### config.mk
export PLATFORM = sky130hd
export DESIGN_NAME = plab4_net_domain_link_arb
export DESIGN_NICKNAME = d
export VERILOG_FILES = /design/src/rtl/plab4_net_domain_link_arb.sv
export SDC_FILE = /design/constraint.sdc
export NUM_CORES = 1
export LEC_CHECK = 0
export CELL_PAD_IN_SITES_DETAIL_PLACEMENT = 1
export CELL_PAD_IN_SITES_GLOBAL_PLACEMENT = 2
export CORE_MARGIN = 4
export CORE_UTILIZATION = 14
export DETAILED_ROUTE_END_ITERATION = 16
export PLACE_DENSITY_LB_ADDON = 0.1
export SLEW_MARGIN = 10
export SYNTH_ARGS = -nofsm -noshare
export SYNTH_HDL_FRONTEND = slang
export SYNTH_SLANG_ARGS = --single-unit
### constraint.sdc
create_clock -name clk -period 2.3 [get_ports clk]
set_input_delay 0.575 -clock clk [delete_from_list [all_inputs] [get_ports clk]]
set_output_delay 0.575 -clock clk [all_outputs]
set_load 0.01 [all_outputs]
### src/rtl/plab4_net_domain_link_arb.sv
// Two-domain link scheduler for the separated-domain ring network.
// Multiplexes the domain-1 and domain-2 message streams onto one physical link.
// In secure mode (mode=1) the link is granted by strict time-division slots
// owned alternately by d1 and d2. In shared mode (mode=0) it falls back to
// work-conserving round-robin.
//
// Ports:
//   clk, reset (async, active-low)
//   req                       mode request, sampled at each slot boundary
//   in_val_dN / in_rdy_dN     per-domain handshake
//   in_msg_control_dN / in_msg_data_dN   per-domain message
//   out_val / out_rdy         link handshake
//   out_msg_control / out_msg_data       link message (combinational mux)
//   out_domain                granted domain, drives the demux select
//   slot_owner, mode          current TDM slot owner and active mode
module plab4_net_domain_link_arb #(
  parameter int unsigned p_payload_cnbits = 32,
  parameter int unsigned p_payload_dnbits = 32,
  parameter int unsigned p_opaque_nbits   = 3,
  parameter int unsigned p_srcdest_nbits  = 3,
  parameter int unsigned p_slot_len       = 4,
  localparam int unsigned m = p_payload_cnbits + p_opaque_nbits + 2 * p_srcdest_nbits
) (
  input  logic                        clk,
  input  logic                        reset,
  input  logic                        req,
  input  logic                        in_val_d1,
  output logic                        in_rdy_d1,
  input  logic [m-1:0]                in_msg_control_d1,
  input  logic [p_payload_dnbits-1:0] in_msg_data_d1,
  input  logic                        in_val_d2,
  output logic                        in_rdy_d2,
  input  logic [m-1:0]                in_msg_control_d2,
  input  logic [p_payload_dnbits-1:0] in_msg_data_d2,
  output logic                        out_val,
  input  logic                        out_rdy,
  output logic [m-1:0]                out_msg_control,
  output logic [p_payload_dnbits-1:0] out_msg_data,
  output logic                        out_domain,
  output logic                        slot_owner,
  output logic                        mode
);

  localparam int unsigned CW = (p_slot_len > 1) ? $clog2(p_slot_len) : 1;
  localparam logic [CW-1:0] LAST = CW'(p_slot_len - 1);

  logic [CW-1:0] slot_cnt_q, slot_cnt_d;
  logic          slot_owner_q, slot_owner_d;
  logic          mode_q, mode_d;
  logic          rr_ptr_q, rr_ptr_d;

  logic          slot_wrap_c;
  logic          grant_c;
  logic          sel_val_c;
  logic          fire_c;

  // State register; reset lands in slot 0, owner d1, secure mode.
  always_ff @(posedge clk or negedge reset) begin
    if (!reset) begin
      slot_cnt_q   <= '0;
      slot_owner_q <= 1'b0;
      mode_q       <= 1'b1;
      rr_ptr_q     <= 1'b0;
    end else begin
      slot_cnt_q   <= slot_cnt_d;
      slot_owner_q <= slot_owner_d;
      mode_q       <= mode_d;
      rr_ptr_q     <= rr_ptr_d;
    end
  end

  // Next state: free-running slot timer, mode latched only at slot boundaries,
  // round-robin pointer advances only on shared-mode transfers.
  always_comb begin : next_state
    slot_wrap_c  = (slot_cnt_q == LAST);
    slot_cnt_d   = slot_cnt_q + CW'(1);
    slot_owner_d = slot_owner_q;
    mode_d       = mode_q;
    rr_ptr_d     = rr_ptr_q;
    if (slot_wrap_c) begin
      slot_cnt_d   = '0;
      slot_owner_d = ~slot_owner_q;
      mode_d       = req;
    end
    if (!mode_q && fire_c) begin
      rr_ptr_d = ~grant_c;
    end
  end

  // Grant and datapath mux. In secure mode the grant ignores in_val so one
  // domain's traffic cannot influence the other's handshake timing.
  always_comb begin : outputs
    grant_c = slot_owner_q;
    if (!mode_q) begin
      if (in_val_d1 ^ in_val_d2) grant_c = in_val_d2;
      else                       grant_c = rr_ptr_q;
    end
    sel_val_c       = grant_c ? in_val_d2 : in_val_d1;
    out_val         = reset & sel_val_c;
    in_rdy_d1       = reset & ~grant_c & out_rdy;
    in_rdy_d2       = reset &  grant_c & out_rdy;
    fire_c          = out_val & out_rdy;
    out_msg_control = grant_c ? in_msg_control_d2 : in_msg_control_d1;
    out_msg_data    = grant_c ? in_msg_data_d2    : in_msg_data_d1;
    out_domain      = grant_c;
  end

  assign slot_owner = slot_owner_q;
  assign mode       = mode_q;

endmodule

# == Yosys cells after proc, flatten, opt, wreduce, memory -nomap -nowiden ==
# Index checks and enable logic that the tools add are counted.
# op_classes
addsub,1
eq_ne,1
mux,6
bitwise_logic,9
reduce_logical,2
# ops
cell,count
$mux W41,1
$mux W32,1
$and A1 B1 Y1,6
$mux W1,3
$add A2 B1 Y2 const B,1
$eq A2 B2 Y1 const B,1
$mux W2,1
$not A1 Y1,2
$logic_and A1 B1 Y1,1
$logic_not A1 Y1,1
$xor A1 B1 Y1,1
# totals
reg_bits,5
in_bits,152
out_inout_bits,79
word_cells,23

# == Depth between registers and ports, before layout ==
# logic_depth
depth_word,7
mapped_depth,6
ltp_nobuf,3

# == Worst setup path before layout ==
# OpenSTA, ideal clock, no wires.
# synth_timing
path_type,in2out
start,in in_val_d1
end,out out_msg_control[0]
arrival_ps,1328
required_time_ps,1725
path_slack_ps,397
cell_stages,5
path_buffers,2
cell_sequence,nor2b_1 > buf_2 > buf_2 > o2111ai_1 > o211ai_1
# synth_between
elab_chain_cells,4
# synth_lines
item,line,rtl
"start, declared",27,"input logic in_val_d1,"
$xor A1 B1 Y1,95,if (in_val_d1 ^ in_val_d2) grant_c = in_val_d2;
$mux W1,95,
$mux W1,94,if (!mode_q) begin
$mux W41,103,out_msg_control = grant_c ? in_msg_control_d2 : in_msg_control_d1;
"end, declared",37,"output logic [m-1:0] out_msg_control,"
# Every way passes these cells.

# == Final worst setup path ==
# layout_timing
start,"reg mode_q, in the netlist mode"
end,out out_msg_data[30]
# layout_between
elab_chain_cells,2
# layout_lines
item,line,rtl
"start, declared",49,"logic mode_q, mode_d;"
"start signal, assigned",67,mode_q <= mode_d;
$mux W1,94,
$mux W32,104,out_msg_data = grant_c ? in_msg_data_d2 : in_msg_data_d1;
"end, declared",38,"output logic [p_payload_dnbits-1:0] out_msg_data,"
# Every way passes these cells.

==> results.yml <==
worst_hold_path:
  worstHoldPathType: "reg -> reg"
critical_path:
  required_ns: 1.73
  cpPeakStageDelay_ns: 0.54
  critical_path_class: "reg -> out"
  arrival_ns: 1.70
  path_cells: "inv_2 > o211a_4 > buf_6 > buf_12 > o211ai_1 > buf_2"
  cp-end-kind: "primary output"
  crit_slowest_cell: "dfstp_2"
  critPathLaunchType: "flip-flop"
  critical_path.max_fanout: 8
sta:
  fmax_ghz: 0.440
  relSlewSlack_pct: 77.8
  setup_viol: 0
  min_period_ns: 2.28
  fin_crit_sh_pct: 98.9
  final_max_slew_viol_count: 0
  finClkSkew_ns: 0.00119
  hold_viol_final: 0
  worst-slew-pin-transition_ns: 0.333
  rsz0062_at_grt: "yes"
die:
  die_y_um: 141
  rows: 48
  die_width_um: 141
  pin_count: 231
  initial_core_util_pct: 14.4
  dieArea_sq_um: 20000
  core_area_sq_um: 17400
synth:
  netlist_area_sq_um: 2490
  ys.flop_type: "dfrtp_1"
  synthCells: 375
  yosys-top-cells-area: "o2111ai_1 26%, nand2_1 22%, o211ai_2 20%"
  yosysTopAreaCell: "o2111ai_1"
  yosysMostFrequentCell: "nand2_1"
  synth_edf_count: 0
  yosysWarnings: 0
  synthArstFlopShare_pct: 100
  synth_commonest_cells: "149 x nand2_1, 73 x o2111ai_1, 40 x o211ai_2"
  seq_area_frac_synth_pct: 5.07
  synth_nets: 528
  synth_area_per_cell_sq_um: 6.64
  synth_seq_cells: 5
  synth_cell_types: 27
  yosysTopAreaCellShare_pct: 25.7
clock_tree:
  clock-sinks: 5
  ctsLongestPathBuffers: 2
  insertion_delay_ns: 0.22
  htreeDepth: 1
  cts.clk_slew.worst_paths_ns: 0.03
  cts_tree: "done"
  cts_root_buffer: "clkbuf_16"
  cts.hold.buffers_added: 0
  numCtsBuffers: 3
detailed_routing:
  vias: 3973
  wl_per_cell_um: 20.4
  vias_per_cell: 4.80
  final_antenna_net_count: 0
  dr.pass1.iters: 4
  first_iter_violations: 135
  wl_um: 16800
  drc: 0
global_routing:
  grt_pass1_wl_um: 24800
  antenna_found_initial: 0
  grt_overflow_total: 0
  grt_max_degree: 37
  grt_usage_pct: 15.2
  grt_pass1_vias: 4238
placement:
  dpl.cell_count: 810
  hpwl_um: 11900
  gp_congestion: 0.753
  portBuffers: 230
power:
  finalPower_w: 0.00178
  p_leak_nw: 2.13
  ir_drop_uv: 377
  powerDensity_nw_per_um2: 328
layout:
  stdcell_count: 827
  syn_to_final_growth_pct: 118
  n_antenna_cell: 0
  finalNetCount: 756
  nFillCells: 2087
  layout-drive-gt1-share_pct: 34.6
run_status:
  outcome: "finished clean"
job:
  maxCapViolCount: 0
worst max-delay path: cells and delay by family, from the launching register on:
kind	cells	cell delay [ns]
flops	1	0.54
buf+inv	4	0.52
compound gates	2	0.41
sequential cells by signal, indices dropped and copies added (netlist names):
signal      cells
rr_ptr_q        1
mode            1
slot_cnt_q      2
slot_owner      1
per-stage QoR:
step | setup WS, ns | TNS, ns | hold slack [ns] | util (%) | instance area [sq um]
floorplan | 0.397 | 0 | 0.279 | - | 2490
global placement | -0.782 | -54.94 | 0.414 | 30.1 | 5220
detailed placement | -0.797 | -56.44 | 0.423 | 30.1 | 5220
CTS | -0.104 | -0.839 | 0.427 | 30.3 | 5250
global route | -0.0648 | -0.751 | 0.443 | 31.3 | 5430
finish | 0.0249 | 0 | 0.423 | 31.3 | 5430
routing by layer:
layer	part of all wire (%)	wire length (um)	GRT usage, %	up-vias
li1	-	-	-	1912
met1	44	7390	20.2	1911
met2	49	8220	25.9	138
met3	6.0	1020	3.24	12
met4	1.2	210	2.32	0
met5	0	0	0	-
kinds of logic after synthesis:
group	Yosys count	share of synthesized area, %
simple gates	157	24.3
compound gates	152	57.6
buf+inv	59	12.3
flops	5	5.07
xor+xnor	1	0.352
fa+ha+maj	1	0.502
path summary, 6_finish.rpt:
kind / start / to / slack, ns / depth (start not counted)
min reg2reg: slot_cnt_q[0]$_DFF_PN0_ / slot_cnt_q[0]$_DFF_PN0_ / 0.42 / 1
max reg2reg: rr_ptr_q$_DFFE_PN0P_ / rr_ptr_q$_DFFE_PN0P_ / 1.17 / 3
max: mode$_DFFE_PN1P_ / out_msg_data[30] / 0.02 / 6
min: slot_cnt_q[0]$_DFF_PN0_ / slot_cnt_q[0]$_DFF_PN0_ / 0.42 / 1
max in group asynchronous: reset / mode$_DFFE_PN1P_ / 1.34 / 3
min in group asynchronous: reset / rr_ptr_q$_DFFE_PN0P_ / 0.76 / 3
where the power goes:
part | total, W | switching [W] | internal [W]
sequential | 0.000100 | 0.00000497 | 0.0000953
clock | 0.000282 | 0.0000531 | 0.000229
combinational | 0.00140 | 0.000677 | 0.000724
timing repair:
action / CTS / global route
setup endpoints to repair: 77 / 69
gates resized for setup: 307 / 52
setup buffers: 6 / 0
pin swaps: 11 / 28
gates cloned: 3 / 5
final cells by class:
cell class              count  area, sq um  share of cell area (%)
multi-input cells         311         2290                    42.2
repair buffers            280         2650                    48.7
inverters                   2         7.51                   0.138
well taps                 225          282                    5.18
clock buffers               4         78.8                    1.45
flip-flops and latches      5          126                    2.33
layout by cell type, fill, tap and decap left out, drive strengths merged:
cell type / instances
o31ai: 1
nand2b: 1
nor3b: 1
clkdlybuf4s15: 2
buf: 117
a21oi: 1
o32ai: 1
o211ai: 73
o21ba: 1
and2: 1
ha: 1
clkdlybuf4s50: 151
xor2: 1
nor3: 1
bufbuf: 2
nor2b: 1
o2111ai: 73
nand2: 149
dfstp: 1
dfrtp: 4
inv: 2
clkbuf: 12
o21ai: 1
nor2: 2
or2: 1
o211a: 1
No activity file was read; power rests on OpenSTA's default activity.
